File: src/rtl/snake_pkg.sv
// Shared types for the snake direction scheduler: direction encoding, PS/2 set-2
// scan codes used by the decoder, prefix-FSM states and the reversal rule.
package snake_pkg;

  typedef enum logic [1:0] {
    DIR_UP    = 2'd0,
    DIR_RIGHT = 2'd1,
    DIR_DOWN  = 2'd2,
    DIR_LEFT  = 2'd3
  } dir_e;

  typedef enum logic [1:0] {
    PFX_IDLE,
    PFX_BRK,
    PFX_EXT,
    PFX_EXT_BRK
  } pfx_e;

  localparam logic [7:0] SC_BRK     = 8'hF0;
  localparam logic [7:0] SC_EXT     = 8'hE0;
  localparam logic [7:0] SC_UP      = 8'h1D;
  localparam logic [7:0] SC_LEFT    = 8'h1C;
  localparam logic [7:0] SC_DOWN    = 8'h1B;
  localparam logic [7:0] SC_RIGHT   = 8'h23;
  localparam logic [7:0] SC_X_UP    = 8'h75;
  localparam logic [7:0] SC_X_LEFT  = 8'h6B;
  localparam logic [7:0] SC_X_DOWN  = 8'h72;
  localparam logic [7:0] SC_X_RIGHT = 8'h74;
  localparam logic [7:0] SC_ESC     = 8'h76;
  localparam logic [7:0] SC_ENTER   = 8'h5A;

  // Opposite directions differ only in bit 1 of the encoding.
  function automatic dir_e opposite(input dir_e d);
    return dir_e'(d ^ 2'd2);
  endfunction

endpackage

File: src/rtl/dir_fifo.sv
// DEPTH x 2-bit direction queue; registered count, head/tail read combinationally.
// Push is refused when full unless a pop happens in the same cycle; flush wins over both.
module dir_fifo #(
  parameter int DEPTH = 4
) (
  input  logic                     i_clk,
  input  logic                     i_reset,
  input  logic                     i_flush,
  input  logic                     i_push,
  input  logic [1:0]               i_push_dat,
  input  logic                     i_pop,
  output logic [1:0]               o_head,
  output logic [1:0]               o_tail,
  output logic [$clog2(DEPTH):0]   o_count
);

  localparam int AW = $clog2(DEPTH);
  localparam int CW = AW + 1;
  localparam logic [CW-1:0] FULL_CNT = CW'(DEPTH);

  logic [1:0]    r_mem [DEPTH];
  logic [AW-1:0] r_wr_ptr;
  logic [AW-1:0] r_rd_ptr;
  logic [CW-1:0] r_count;
  logic          w_do_pop;
  logic          w_do_push;
  logic [AW-1:0] w_tail_ptr;

  assign w_do_pop   = i_pop && (r_count != '0) && !i_flush;
  assign w_do_push  = i_push && ((r_count != FULL_CNT) || w_do_pop) && !i_flush;
  assign w_tail_ptr = r_wr_ptr - AW'(1);

  // When full with a simultaneous pop, the write lands in the slot being read out.
  always_ff @(posedge i_clk) begin
    if (w_do_push) begin
      r_mem[r_wr_ptr] <= i_push_dat;
    end
  end

  always_ff @(posedge i_clk or negedge i_reset) begin
    if (!i_reset) begin
      r_wr_ptr <= '0;
      r_rd_ptr <= '0;
      r_count  <= '0;
    end else if (i_flush) begin
      r_wr_ptr <= '0;
      r_rd_ptr <= '0;
      r_count  <= '0;
    end else begin
      if (w_do_push) r_wr_ptr <= r_wr_ptr + AW'(1);
      if (w_do_pop)  r_rd_ptr <= r_rd_ptr + AW'(1);
      case ({w_do_push, w_do_pop})
        2'b10:   r_count <= r_count + CW'(1);
        2'b01:   r_count <= r_count - CW'(1);
        default: r_count <= r_count;
      endcase
    end
  end

  assign o_head  = r_mem[r_rd_ptr];
  assign o_tail  = r_mem[w_tail_ptr];
  assign o_count = r_count;

endmodule

File: src/rtl/snake_dir_scheduler.sv
// Decodes PS/2 set-2 bytes into queued snake direction changes applied one per game tick,
// plus one-shot Esc/Enter pulses; all outputs registered, 1-cycle latency, no backpressure.
module snake_dir_scheduler
  import snake_pkg::*;
#(
  parameter int         DEPTH     = 4,
  parameter logic [1:0] RESET_DIR = 2'd1
) (
  input  logic                     i_clk,
  input  logic                     i_reset,
  input  logic                     i_key_valid,
  input  logic [7:0]               i_key_code,
  input  logic                     i_tick,
  input  logic                     i_flush,
  output logic [1:0]               o_dir,
  output logic                     o_dir_step,
  output logic                     o_esc_pulse,
  output logic                     o_enter_pulse,
  output logic [$clog2(DEPTH):0]   o_q_count,
  output logic                     o_drop
);

  localparam int CW = $clog2(DEPTH) + 1;
  localparam logic [CW-1:0] FULL_CNT = CW'(DEPTH);

  pfx_e          r_state;
  pfx_e          w_state_nxt;
  logic          w_make;
  logic          w_brk;
  logic          w_ext;
  logic          w_cand_vld;
  dir_e          w_cand;
  dir_e          w_tail;
  logic          w_accept;
  logic          w_full;
  logic          w_pop;
  logic          w_push;
  logic          w_drop;
  logic          w_esc_make;
  logic          w_esc_brk;
  logic          w_enter_make;
  logic          w_enter_brk;
  logic [1:0]    w_fifo_head;
  logic [1:0]    w_fifo_tail;
  logic [CW-1:0] w_fifo_count;

  dir_e r_dir;
  logic r_dir_step;
  logic r_esc_pulse;
  logic r_enter_pulse;
  logic r_esc_held;
  logic r_enter_held;
  logic r_drop;

  always_ff @(posedge i_clk or negedge i_reset) begin
    if (!i_reset) r_state <= PFX_IDLE;
    else          r_state <= w_state_nxt;
  end

  // A flush cycle decodes nothing, so every downstream event is suppressed with it.
  always_comb begin
    w_state_nxt = r_state;
    w_make      = 1'b0;
    w_brk       = 1'b0;
    w_ext       = 1'b0;
    if (i_flush) begin
      w_state_nxt = PFX_IDLE;
    end else if (i_key_valid) begin
      case (r_state)
        PFX_IDLE: begin
          if (i_key_code == SC_BRK)      w_state_nxt = PFX_BRK;
          else if (i_key_code == SC_EXT) w_state_nxt = PFX_EXT;
          else                           w_make      = 1'b1;
        end
        PFX_EXT: begin
          if (i_key_code == SC_BRK) begin
            w_state_nxt = PFX_EXT_BRK;
          end else begin
            w_make      = 1'b1;
            w_ext       = 1'b1;
            w_state_nxt = PFX_IDLE;
          end
        end
        PFX_BRK: begin
          w_brk       = 1'b1;
          w_state_nxt = PFX_IDLE;
        end
        PFX_EXT_BRK: begin
          w_brk       = 1'b1;
          w_ext       = 1'b1;
          w_state_nxt = PFX_IDLE;
        end
        default: w_state_nxt = PFX_IDLE;
      endcase
    end
  end

  always_comb begin
    w_cand_vld = 1'b0;
    w_cand     = DIR_UP;
    if (w_make && !w_ext) begin
      case (i_key_code)
        SC_UP:    begin w_cand_vld = 1'b1; w_cand = DIR_UP;    end
        SC_LEFT:  begin w_cand_vld = 1'b1; w_cand = DIR_LEFT;  end
        SC_DOWN:  begin w_cand_vld = 1'b1; w_cand = DIR_DOWN;  end
        SC_RIGHT: begin w_cand_vld = 1'b1; w_cand = DIR_RIGHT; end
        default:  ;
      endcase
    end else if (w_make && w_ext) begin
      case (i_key_code)
        SC_X_UP:    begin w_cand_vld = 1'b1; w_cand = DIR_UP;    end
        SC_X_LEFT:  begin w_cand_vld = 1'b1; w_cand = DIR_LEFT;  end
        SC_X_DOWN:  begin w_cand_vld = 1'b1; w_cand = DIR_DOWN;  end
        SC_X_RIGHT: begin w_cand_vld = 1'b1; w_cand = DIR_RIGHT; end
        default:    ;
      endcase
    end
  end

  // The filter compares against the newest pending move, not the one being popped now.
  assign w_tail   = (w_fifo_count != '0) ? dir_e'(w_fifo_tail) : r_dir;
  assign w_accept = w_cand_vld && (w_cand != w_tail) && (w_cand != opposite(w_tail));
  assign w_full   = (w_fifo_count == FULL_CNT);
  assign w_pop    = i_tick && !i_flush && (w_fifo_count != '0);
  assign w_push   = w_accept && (!w_full || w_pop);
  assign w_drop   = w_accept && w_full && !w_pop;

  assign w_esc_make   = w_make && !w_ext && (i_key_code == SC_ESC);
  assign w_esc_brk    = w_brk  && !w_ext && (i_key_code == SC_ESC);
  assign w_enter_make = w_make && !w_ext && (i_key_code == SC_ENTER);
  assign w_enter_brk  = w_brk  && !w_ext && (i_key_code == SC_ENTER);

  dir_fifo #(
    .DEPTH (DEPTH)
  ) u_dir_fifo (
    .i_clk      (i_clk),
    .i_reset    (i_reset),
    .i_flush    (i_flush),
    .i_push     (w_push),
    .i_push_dat (w_cand),
    .i_pop      (w_pop),
    .o_head     (w_fifo_head),
    .o_tail     (w_fifo_tail),
    .o_count    (w_fifo_count)
  );

  always_ff @(posedge i_clk or negedge i_reset) begin
    if (!i_reset) begin
      r_dir         <= dir_e'(RESET_DIR);
      r_dir_step    <= 1'b0;
      r_esc_pulse   <= 1'b0;
      r_enter_pulse <= 1'b0;
      r_esc_held    <= 1'b0;
      r_enter_held  <= 1'b0;
      r_drop        <= 1'b0;
    end else begin
      r_dir_step    <= w_pop;
      r_drop        <= w_drop;
      r_esc_pulse   <= w_esc_make && !r_esc_held;
      r_enter_pulse <= w_enter_make && !r_enter_held;
      if (i_flush)    r_dir <= dir_e'(RESET_DIR);
      else if (w_pop) r_dir <= dir_e'(w_fifo_head);
      if (i_flush)         r_esc_held <= 1'b0;
      else if (w_esc_make) r_esc_held <= 1'b1;
      else if (w_esc_brk)  r_esc_held <= 1'b0;
      if (i_flush)           r_enter_held <= 1'b0;
      else if (w_enter_make) r_enter_held <= 1'b1;
      else if (w_enter_brk)  r_enter_held <= 1'b0;
    end
  end

  assign o_dir         = r_dir;
  assign o_dir_step    = r_dir_step;
  assign o_esc_pulse   = r_esc_pulse;
  assign o_enter_pulse = r_enter_pulse;
  assign o_q_count     = w_fifo_count;
  assign o_drop        = r_drop;

endmodule
File: config.mk
export PLATFORM = sky130hd
export DESIGN_NAME = snake_dir_scheduler
export DESIGN_NICKNAME = d
export VERILOG_FILES = /design/src/rtl/snake_pkg.sv /design/src/rtl/dir_fifo.sv /design/src/rtl/snake_dir_scheduler.sv
export SDC_FILE = /design/constraint.sdc
export NUM_CORES = 1
export LEC_CHECK = 0
export CAP_MARGIN = 20
export CORE_AREA = 2 2 61 63
export CTS_CLUSTER_DIAMETER = 100
export DETAILED_ROUTE_END_ITERATION = 10
export DIE_AREA = 0 0 63 65
export GPL_TIMING_DRIVEN = 0
export PLACE_DENSITY = 0.71
export SETUP_SLACK_MARGIN = 0.02
export SYNTH_ARGS = -nofsm -noshare
export SYNTH_HDL_FRONTEND = slang
export SYNTH_HIERARCHICAL = 1
export SYNTH_SLANG_ARGS = --single-unit
File: constraint.sdc
create_clock -name i_clk -period 3 [get_ports i_clk]
set_input_delay 0.6 -clock i_clk [delete_from_list [all_inputs] [get_ports i_clk]]
set_output_delay 0.6 -clock i_clk [all_outputs]
set_load 0.01 [all_outputs]
==> results of run 1 <==
routing by layer:
metal	routed length, um	global-route usage	part of all wire	vias up
li1	-	-	-	646
met1	1440	0.210	0.40	658
met2	2000	0.348	0.55	45
met3	154	0.0313	0.042	6
met4	50	0.0500	0.014	0
met5	0	0	0	-
power breakdown:
group | leakage [nW] | switching (mW) | internal [mW]
clock network | 0.0150 | 0.101 | 0.0520
logic | 0.466 | 0.0327 | 0.0254
registers | 0.323 | 0.000379 | 0.351
total | 0.805 | 0.134 | 0.428
worst max-delay path, stage by stage:
cell and delay, ns:
dlygate4sd2_1 0.30, and3b_2 0.26, a22oi_2 0.19, o22ai_4 0.11
xor2_2 0.20, a311oi_2 0.22, buf_6 0.15, nor3_4 0.03
fa_2 0.36, or3b_4 0.38, or3_1 0.36, a31oi_1 0.13
area by class of cell:
| cell class | count | area share |
|---|---|---|
| well taps | 48 | 0.0292 |
| clock buffers | 4 | 0.0128 |
| repair buffers | 38 | 0.155 |
| plain buffers | 6 | 0.0213 |
| inverters | 6 | 0.0110 |
| multi-input cells | 116 | 0.445 |
| flip-flops and latches | 25 | 0.326 |
worst max path at each step:
stage	startpoint	end	slack [ns]	cells past startpoint
after CTS	u_dir_fifo/r_wr_ptr[0]	u_dir_fifo/o_count[2]	-0.13	12
final	i_key_code[3]	u_dir_fifo/o_count[2]	-0.06	12
after global placement	i_key_code[2]	u_dir_fifo/o_count[2]	-0.82	12
after floorplan	i_key_code[2]	u_dir_fifo/o_count[2]	-0.04	11
after global routing	r_state[0]	u_dir_fifo/o_count[2]	-0.11	12
after detailed placement	i_key_code[2]	u_dir_fifo/o_count[2]	-0.93	12
sequential cells by signal, indices dropped and copies added, names as in the netlist:
signal               flops
u_dir_fifo/r_mem         8
u_dir_fifo/o_count       3
o_dir                    2
r_state                  2
u_dir_fifo/r_rd_ptr      2
u_dir_fifo/r_wr_ptr      2
o_dir_step               1
o_drop                   1
o_enter_pulse            1
o_esc_pulse              1
r_enter_held             1
r_esc_held               1
repair_timing:
item	in CTS	in global routing
endpoints found under the setup margin	10	2
gates resized for setup	32	15
pin swaps	12	11
endpoints found under the hold margin	0	0
buffers inserted	11	6
through the flow:
stage	instances	setup slack, ns	area (sq um)	util	hold WS (ns)
4_1_cts	237	-0.126	1990	0.570	0.442
2_1_floorplan	153	-0.0421	1540	-	0.304
3_5_place_dp	222	-0.932	1810	0.519	0.423
6_report	243	-0.0585	2050	0.588	0.440
3_3_place_gp	222	-0.824	1810	0.519	0.420
5_1_grt	243	-0.107	2050	0.588	0.463
==> impl_metrics.env, run 1 <==
export IMPL_status="finished, violations left"
export IMPL_violations="negative setup slack"
export IMPL_final_hold_viol_count=0
export IMPL_initial_core_util=0.442
export IMPL_syn_instance_count=153
export IMPL_power_density_mw_per_mm2=274
export IMPL_syn_cell_area_sq_mm=0.00154
export IMPL_worstPathRequired_ns=3.25
export IMPL_antenna_left=0
export IMPL_multiInputGateArea_sq_um=915
export IMPL_fp_dieW_um=63
export IMPL_r2r_cells=12
export IMPL_syn_num_nets=171
export IMPL_drt_wl_total_mm=3.65
export IMPL_hp_class="reg -> reg"
export IMPL_drt_iter0_drc=90
export IMPL_grt_max_degree=18
export IMPL_timing_rr_start="u_dir_fifo/r_wr_ptr[0]"
export IMPL_via_per_inst=5.58
export IMPL_rsz0062_at_grt="true"
export IMPL_clkTransAtPathRegs_ns=0.14
export IMPL_layout_commonest_cell="buf_4"
export IMPL_finClkSkew_ns=0.00664
export IMPL_relSlewSlack=0.482
export IMPL_synth_warnings=6
export IMPL_grt_first_pass_wirelength_mm=5.89
export IMPL_wl_per_cell_um=15.0
export IMPL_cts_max_level=1
export IMPL_seq_area_sq_um=669
export IMPL_fin_tns_setup_ns=-0.0585
export IMPL_num_fill_cells=313
export IMPL_gr_total_overflow=0
export IMPL_finalCritPeriodShare=1.02
export IMPL_cts_hold_buf=0
export IMPL_syn_to_final_growth_pct=33.1
export IMPL_core_sq_mm=0.00350
export IMPL_num_rows=22
export IMPL_grt_util_all_layers=0.183
export IMPL_num_antenna_cells=0
export IMPL_clockRootBuffer="clkbuf_4"
export IMPL_tightest_slew_ns=0.775
export IMPL_num_nets_final=214
export IMPL_min_from="r_esc_held"
export IMPL_rrSetupSlack_ns=-0.04
export IMPL_pin_count=22
export IMPL_route_detailed_drc=0
export IMPL_holdPathEnd="o_esc_pulse"
export IMPL_rr_endpoint="u_dir_fifo/o_count[2]"
export IMPL_setup_worst_path_end_class="flip-flop"
export IMPL_cts_made_buffers=3
export IMPL_die_area_sq_mm=0.00410
export IMPL_cts_tree="built"
export IMPL_fin_crit_ns=3.06
export IMPL_maxCapViolCount=0
export IMPL_total_power_mw=0.562
export IMPL_path_class="in -> reg"
export IMPL_gp_congestion=0.836
export IMPL_start_kind="primary input"
export IMPL_clock_insertion_delay_worst_skew_ns=0.32
export IMPL_vias=1355
export IMPL_place_hpwl_mm=2.47
export IMPL_clock_sinks=25
export IMPL_drive_above_1_share=0.292
export IMPL_power_leakage_nw=0.805
export IMPL_final_cell_mix="buf_4, nor2_1, dfrtp_1, clkdlybuf4s50_1, nand2_1"
export IMPL_fmax_mhz=327
export IMPL_setup_viol=1
export IMPL_port_buffers=21
export IMPL_hold_path_depth=1
export IMPL_arrival_ns=3.31
export IMPL_dr_pass1_iters=4
export IMPL_ir_drop_uv=169
export IMPL_finalMaxSlewViolations=0
export IMPL_setup_ws_ns=-0.0585
export IMPL_antenna_found_initial=0
export IMPL_clk_path_buf_depth=2
export IMPL_die_height_um=65
export IMPL_first_global_vias=1308
export IMPL_crit_fanout=7
export IMPL_syn_avg_cell_area_sq_um=10.1
Note: power is estimated with default switching activity, not from simulation.
==> run 2, diff against run 1 <==
--- a/config.mk
+++ b/config.mk
@@ -6,12 +6,12 @@
 export NUM_CORES = 1
 export LEC_CHECK = 0
 export CAP_MARGIN = 20
-export CORE_AREA = 2 2 61 63
+export CORE_AREA = 2 2 47 82
 export CTS_CLUSTER_DIAMETER = 100
 export DETAILED_ROUTE_END_ITERATION = 10
-export DIE_AREA = 0 0 63 65
+export DIE_AREA = 0 0 49 84
+export DONT_BUFFER_PORTS = 1
 export GPL_TIMING_DRIVEN = 0
-export PLACE_DENSITY = 0.71
 export SETUP_SLACK_MARGIN = 0.02
 export SYNTH_ARGS = -nofsm -noshare
 export SYNTH_HDL_FRONTEND = slang
==> impl_metrics.env, run 2 (synthesis gave the netlist of run 1 again) <==
export IMPL_crit_start="u_dir_fifo/r_wr_ptr[1]"
export IMPL_clock_insertion_delay_worst_skew_ns=0.27
export IMPL_finalCritPeriodShare=1.01
export IMPL_wl_per_cell_um=16.0
export IMPL_final_cell_mix="nor2_1, dfrtp_1, buf_4, nand2_1"
export IMPL_power_density_mw_per_mm2=325
export IMPL_finalMaxSlewViolations=0
export IMPL_use_met2=0.359
export IMPL_power_leakage_nw=0.685
export IMPL_antenna_left=0
export IMPL_top_usage_layer="met2"
export IMPL_route_detailed_drc=0
export IMPL_rsz0062_at_grt="true"
export IMPL_final_hold_viol_count=0
export IMPL_drt_iter0_drc=24
export IMPL_drive_above_1_share=0.202
export IMPL_critPathMaxStageDelay_ns=0.39
export IMPL_die_height_um=84
export IMPL_status="finished, violations left"
export IMPL_clk_path_buf_depth=2
export IMPL_grt_util_all_layers=0.184
export IMPL_maxCapViolCount=0
export IMPL_cp_cell_sequence="inv_2 > ha_4 > mux4_2 > mux2i_1 > xor2_1 > a311oi_2 > buf_6 > nor3_2 > fa_2 > or3b_1 > or3_1 > a31oi_1"
export IMPL_arrival_ns=3.23
export IMPL_finClkSkew_ns=0.0139
export IMPL_fp_dieW_um=49
export IMPL_vias=1217
export IMPL_clockRootBuffer="clkbuf_8"
export IMPL_num_rows=29
export IMPL_setup_ws_ns=-0.0435
export IMPL_gr_total_overflow=0
export IMPL_met3_usage=0.0323
export IMPL_timing_rr_start="u_dir_fifo/r_wr_ptr[1]"
export IMPL_crit_fanout=2
export IMPL_setup_viol=1
export IMPL_syn_to_final_growth_pct=14.2
export IMPL_cts_max_level=1
export IMPL_relSlewSlack=0.586
export IMPL_final_core_util=0.501
export IMPL_clkTransAtPathRegs_ns=0.09
export IMPL_r2r_cells=12
export IMPL_drt_wl_total_mm=3.42
export IMPL_clock_sinks=25
export IMPL_hp_class="in -> async"
export IMPL_fmax_mhz=329
export IMPL_fin_crit_ns=3.04
export IMPL_initial_core_util=0.439
export IMPL_tightest_slew_ns=0.612
export IMPL_via_per_inst=5.69
export IMPL_rrSetupSlack_ns=-0.04
export IMPL_pin_count=22
export IMPL_die_area_sq_mm=0.00412
export IMPL_worstPathRequired_ns=3.19
export IMPL_num_nets_final=187
export IMPL_first_global_vias=1330
export IMPL_rr_endpoint="u_dir_fifo/o_count[2]"
export IMPL_core_sq_mm=0.00352
export IMPL_path_class="reg -> reg"
export IMPL_dr_pass1_iters=4
export IMPL_antenna_found_initial=0
export IMPL_ir_drop_uv=164
export IMPL_cts_tree="built"
export IMPL_cts_made_buffers=3
export IMPL_violations="negative setup slack"
export IMPL_stdcell_count=214
export IMPL_grt_use_met1=0.182
export IMPL_largest_reg_flops=8
export IMPL_num_antenna_cells=0
export IMPL_top_register="u_dir_fifo/r_mem"
export IMPL_cts_hold_buf=0
export IMPL_slowest_stage="dfrtp_1"
export IMPL_gp_congestion=0.818
export IMPL_place_hpwl_mm=2.56
export IMPL_start_kind="flip-flop"
export IMPL_grt_max_degree=18
export IMPL_port_buffers=0
export IMPL_grt_first_pass_wirelength_mm=5.91
export IMPL_dpl_cell_count=199
export IMPL_setup_worst_path_end_class="flip-flop"
## run 2: cell count changes in the layout (fill, tap and decap cells not counted), sizes merged
cell / delta
clkdlybuf4s15: -2
dlygate4sd2: -4
clkbuf: -4
clkdlybuf4s50: -11
buf: -6
## run 2: worst max-delay path: cells and delay by family, from the launching register on
family,cells,cell delay (ns)
adder cells (fa/ha/maj),2,0.63
XOR/XNOR,1,0.11
flip-flops,1,0.39
AND/OR/NAND/NOR,3,0.73
AO/OA/AOI/OAI,2,0.42
multiplexers,2,0.47
buffers and inverters,2,0.21
## run 2: layer usage
metal  vias to the layer above  wire length, um
met5                         -                0
met1                       598             1310
met3                         4              116
li1                        590                -
met2                        25             1950
met4                         0               40
## run 2: area by class of cell
type	instances	area [sq um]
Multi-Input combinational cell	116	850
Clock buffer	4	45.0
Fill cell	335	1760
Buffer	6	33.8
Timing Repair Buffer	11	86.3
Sequential cell	25	668
Inverter	6	22.5
Tap cell	46	57.6
## run 2: repair_timing
item                       CTS  global route
setup buffers                6             5
gates resized for setup      8             1
pin swaps                    5             5
setup endpoints to repair    2            10
hold endpoints to repair     0             0
## run 2: per-stage QoR
step / worst slack [ns] / hold WS [ns] / setup TNS (ns) / power, mW / cell area (sq um)
6_report: -0.0435 / 0.0134 / -0.0435 / 0.574 / 1760
3_5_place_dp: -0.389 / 0.305 / -0.522 / 0.383 / 1600
2_1_floorplan: -0.0421 / 0.304 / -0.0421 / 0.379 / 1540
5_1_grt: -0.210 / 0.00261 / -1.34 / 0.595 / 1760
3_3_place_gp: -0.304 / 0.305 / -0.393 / 0.383 / 1600
4_1_cts: -0.0698 / 0.0139 / -0.0698 / 0.577 / 1720
## run 2: power breakdown
part | total, mW | switching (mW) | internal, mW
clock | 0.195 | 0.101 | 0.0947
combinational | 0.0274 | 0.0152 | 0.0122
sequential | 0.351 | 0.000442 | 0.350
## run 2: worst max-delay path by stage
| stage | endpoint | slack [ns] |
|---|---|---|
| finish | u_dir_fifo/o_count[2] | -0.04 |
| global placement | u_dir_fifo/o_count[2] | -0.30 |
| floorplan | u_dir_fifo/o_count[2] | -0.04 |
| CTS | u_dir_fifo/o_count[2] | -0.07 |
| detailed placement | u_dir_fifo/o_count[2] | -0.39 |
| global route | u_dir_fifo/o_count[2] | -0.21 |
